$ cat src/rtl/fetch_unit.sv
// Instruction fetch unit: walks the PC, issues one instruction-memory request
// at a time, and holds each returned instruction until decode accepts it.
// Branch redirects from execute override everything else and squash any
// response still in flight for the old path.
//
// Handshakes:
//   imem_req/imem_gnt : a request transfers in a cycle where both are high;
//                       while imem_req is high without imem_gnt, imem_addr is
//                       held stable. Only one request is ever outstanding.
//   imem_rvalid       : one-shot response strobe, 1 or more cycles after the
//                       accepted request; imem_rdata is sampled in that cycle.
//   if_valid/id_ready : an instruction transfers to decode in a cycle where
//                       both are high; while if_valid is high without
//                       id_ready, if_instr and if_pc are held stable.
module fetch_unit #(
   parameter logic [31:0] RESET_PC = 32'h0000_0000
) (
   input  logic        clk,
   input  logic        rst,
   output logic        imem_req,
   output logic [31:0] imem_addr,
   input  logic        imem_gnt,
   input  logic        imem_rvalid,
   input  logic [31:0] imem_rdata,
   input  logic        br_taken,
   input  logic [31:0] br_target,
   output logic        if_valid,
   output logic [31:0] if_instr,
   output logic [31:0] if_pc,
   input  logic        id_ready,
   output logic [31:0] pc_out,
   output logic [1:0]  dbg_state
);

   typedef enum logic [1:0] {
      FETCH = 2'd0,
      WAIT  = 2'd1,
      HOLD  = 2'd2
   } state_t;

   state_t      state_q, state_d;
   logic [31:0] pc_q, pc_d;
   logic        squash_q, squash_d;
   logic        valid_q, valid_d;
   logic [31:0] instr_q, instr_d;
   logic [31:0] ipc_q, ipc_d;
   logic [31:0] br_aligned;

   // Low two target bits are dropped so the PC always stays word-aligned.
   assign br_aligned = {br_target[31:2], 2'b00};

   // Next-state and next-register computation; branch redirect wins in every state.
   always_comb begin
      state_d  = state_q;
      pc_d     = pc_q;
      squash_d = squash_q;
      valid_d  = valid_q;
      instr_d  = instr_q;
      ipc_d    = ipc_q;
      if (br_taken) begin
         pc_d    = br_aligned;
         valid_d = 1'b0;
      end
      case (state_q)
         FETCH: begin
            if (imem_gnt) begin
               state_d = WAIT;
               // A request accepted alongside a redirect targets the old path.
               if (br_taken) begin
                  squash_d = 1'b1;
               end
            end
         end
         WAIT: begin
            if (br_taken) begin
               if (imem_rvalid) begin
                  // Response lands on the redirect cycle: drop it, nothing left in flight.
                  squash_d = 1'b0;
                  state_d  = FETCH;
               end else begin
                  squash_d = 1'b1;
               end
            end else if (imem_rvalid) begin
               if (squash_q) begin
                  squash_d = 1'b0;
                  state_d  = FETCH;
               end else begin
                  instr_d = imem_rdata;
                  ipc_d   = pc_q;
                  valid_d = 1'b1;
                  pc_d    = pc_q + 32'd4;
                  state_d = HOLD;
               end
            end
         end
         HOLD: begin
            if (br_taken) begin
               state_d = FETCH;
            end else if (id_ready) begin
               valid_d = 1'b0;
               state_d = FETCH;
            end
         end
         default: begin
            state_d = FETCH;
         end
      endcase
   end

   // State and datapath registers with synchronous reset.
   always_ff @(posedge clk) begin
      if (rst) begin
         state_q  <= FETCH;
         pc_q     <= RESET_PC;
         squash_q <= 1'b0;
         valid_q  <= 1'b0;
         instr_q  <= 32'd0;
         ipc_q    <= 32'd0;
      end else begin
         state_q  <= state_d;
         pc_q     <= pc_d;
         squash_q <= squash_d;
         valid_q  <= valid_d;
         instr_q  <= instr_d;
         ipc_q    <= ipc_d;
      end
   end

   // Request is suppressed during reset so an abandoned transaction cannot restart early.
   assign imem_req  = (state_q == FETCH) && !rst;
   assign imem_addr = pc_q;
   assign if_valid  = valid_q;
   assign if_instr  = instr_q;
   assign if_pc     = ipc_q;
   assign pc_out    = pc_q;
   assign dbg_state = state_q;

endmodule

$ cat config.mk
export PLATFORM = sky130hd
export DESIGN_NAME = fetch_unit
export DESIGN_NICKNAME = d
export VERILOG_FILES = /design/src/rtl/fetch_unit.sv
export SDC_FILE = /design/constraint.sdc
export NUM_CORES = 1
export LEC_CHECK = 0
export BUFFER_PORTS_ARGS = -buffer_cell sky130_fd_sc_hd__buf_4
export CORE_MARGIN = 4
export CORE_UTILIZATION = 50
export CTS_CLUSTER_SIZE = 28
export DETAILED_ROUTE_END_ITERATION = 6
export PLACE_DENSITY_LB_ADDON = 0.1
export REMOVE_ABC_BUFFERS = 1
export SETUP_SLACK_MARGIN = 0.05
export SLEW_MARGIN = 20
export SYNTH_ARGS = -nofsm -noshare
export SYNTH_HDL_FRONTEND = slang
export SYNTH_SLANG_ARGS = --single-unit
$ cat constraint.sdc
create_clock -name clk -period 3.8 [get_ports clk]
set_input_delay 0.57 -clock clk [delete_from_list [all_inputs] [get_ports clk]]
set_output_delay 0.57 -clock clk [all_outputs]
set_load 0.03 [all_outputs]
==> flow_metrics.tcl <==
set metrics [dict create \
    status "finished clean" \
    setup_viol 0 \
    ir_drop_v 0.0001868 \
    die_w_um 101.8 \
    fin_setup_tns_ns 0 \
    synthFlopType "dfxtp_1" \
    cp_max_fo 7 \
    viasPerCell 5.063 \
    max_slew_margin_pct 41.61 \
    worstSkewPairLatency_ns 0.36 \
    yosysMostFrequentCell "nand2_1" \
    synth_top_area_cell "dfxtp_1" \
    synthTopCellsByArea "dfxtp_1, nand2_1, a21oi_1" \
    vias 4111 \
    highest_layer "met4" \
    cts_tree "built" \
    cts_buffers 9 \
    synth.avg_cell_area_um2 7.948 \
    n_antenna_cell 0 \
    grt_util_all_layers_pct 22.18 \
    yosysWarnings 0 \
    clock_skew_ns 0.009791 \
    grt_setup_unrepaired "no" \
    pwr_density_cell_nw_per_um2 363.0 \
    gp_congestion 0.7601 \
    cts-root-buf "clkbuf_8" \
    leakage_uw 0.002464 \
    ys_ff_latch 100 \
    drtPass1Iterations 4 \
    grt_pass1_wl_um 18300 \
    whs_ns 0.4329 \
    hold_buffers 0 \
    drc_errors 0 \
    synthesis.area_um2 4395 \
    synth_common_cells "nand2_1, dfxtp_1, a21oi_1" \
    wl_per_cell_um 14.75 \
    fin_nets 776 \
    dieArea_um2 10360 \
    yosys.area.top_type_share_pct 45.55 \
    worstMarginPinSlew_ns 0.8679 \
    dp_hpwl_um 8688 \
    cts-htree-levels 3 \
    ctsResizeCount 0 \
    grt_remaining_overflow 0 \
    critPathLaunchType "flop" \
    layout_min_cycle_time_ns 2.467 \
    clkSinkCount 100 \
    drive_gt1_share_pct 32.11 \
    path_class "flop to flop" \
    synth_edf_count 0 \
    ioPinCount 202 \
    grt_pass1_vias 3734 \
    syn_to_final_growth_pct 33.79 \
    drt-total-wl_um 11980 \
    hold_viol 0 \
    antenna_found_initial 0 \
    wirelength_met1_um 5123 \
    cp.required_ns 4.08 \
    coreArea_um2 8382 \
    start_util_pct 52.44 \
    ys_types 40 \
    drv_cap 0 \
    hold_depth 3 \
    nFillCells 727 \
    cp-end-kind "flop" \
    fin_ws_ns 1.333 \
    arrival_ns 2.74 \
    multi_input_area_um2 2004 \
    synth_seq_area_share_pct 45.55 \
    async_flop_share_pct 0 \
    path_clk_slew_ns 0.10 \
    die_h_um 101.8 \
    rows 33 \
    hold_path.class "primary input to flop" \
    post_cts_buffers 0 \
    antenna_left 0 \
    wl_met3_um 908 \
    grt_start_max_net_pins 53 \
    drtIter0Drc 143 \
    ff2ff_path_depth 6 \
    period_share_pct 64.92 \
    final_util_pct 70.16 \
    dp_slack_ns 1.379 \
    wl_met2_um 5755 \
    portBuffers 199 \
    final-seq-area_um2 2002 \
    clockBufferDepth 2 \
    slew_viol_final 0 \
    fmax_ghz 0.4053 \
    syn-instance-count 553 \
]
worst paths after layout:
| kind | start | endpoint | slack (ns) |
|---|---|---|---|
| max reg2reg | imem_addr[2] | imem_addr[26] | 1.33 |
| min | br_target[5] | imem_addr[5] | 0.43 |
| max | imem_addr[2] | imem_addr[26] | 1.33 |
| min reg2reg | if_instr[23] | if_instr[23] | 0.46 |
routing by layer:
layer  track usage, %  vias to the layer above
met5                0                        -
li1                 -                     2111
met1            28.55                     1841
met2            36.82                      144
met3            4.890                       15
met4            7.566                        0
placed cells by master (no fill, tap or decap), types with 2 or more instances in the layout:
cell | synthesis | layout
clkbuf_8 | 0 | 9
mux2i_1 | 6 | 6
dfxtp_1 | 100 | 100
nor3_1 | 2 | 2
o21a_1 | 2 | 2
nor2b_1 | 2 | 2
xnor2_1 | 14 | 14
nand2_1 | 156 | 155
o21ai_0 | 6 | 6
a21oi_1 | 76 | 76
buf_4 | 32 | 203
and4_1 | 3 | 3
ha_1 | 4 | 4
nand3_1 | 11 | 11
a311oi_1 | 2 | 2
and3_1 | 3 | 3
inv_1 | 7 | 7
or3_1 | 2 | 2
nor2_1 | 27 | 26
a211oi_1 | 13 | 13
nor4_1 | 6 | 6
clkbuf_1 | 29 | 2
o22ai_1 | 4 | 4
and3b_1 | 2 | 2
xor2_1 | 14 | 14
clkinvlp_4 | 0 | 2
nand4_1 | 12 | 12
through the flow:
step / power (uW) / instance area (um2) / instances
detailed placement: 1552 / 5712 / 796
floorplan: 1354 / 4026 / 487
global route: 2244 / 5881 / 812
finish: 2135 / 5881 / 812
CTS: 2159 / 5881 / 812
global placement: 1544 / 5712 / 796
cell type report:
cell class / instances / share of cell area, %
Inverter: 8 / 0.5106
Sequential cell: 100 / 34.04
Clock inverter: 5 / 0.6383
Clock buffer: 11 / 2.234
Timing Repair Buffer: 204 / 26.26
Tap cell: 105 / 2.234
Multi-Input combinational cell: 379 / 34.09
power breakdown:
group	switching (uW)	leakage, uW	total, uW	internal, uW
Clock	367	0.0000799	608	241
Combinational	230	0.00157	390	160
Sequential	52.6	0.000814	1140	1080
Total	650	0.00246	2130	1480
state kept, by name, indices dropped and copies added (netlist names):
name       count
dbg_state      2
imem_addr     32
if_valid       1
squash_q       1
if_instr      32
if_pc         32
critical path: stages (launching register included):
cell and delay, ns:
dfxtp_1 0.48, ha_1 0.24, and4_1 0.34, nor3b_1 0.73, nand4_1 0.19, xor2_1 0.17
a211oi_1 0.22
cells by family (layout without fill, tap and decap cells):
family | count (synthesis) | count (layout) | synth area share (%)
muxes | 6 | 6 | 1.366
adders and majority gates | 4 | 4 | 1.139
and+or+nand+nor | 237 | 237 | 24.17
buffers and inverters | 74 | 228 | 9.080
xor gates and xnor gates | 28 | 28 | 5.579
DFF | 100 | 100 | 45.55
AOI/OAI and AO/OA | 104 | 104 | 13.12
Note: power is estimated with default switching activity, not from simulation.
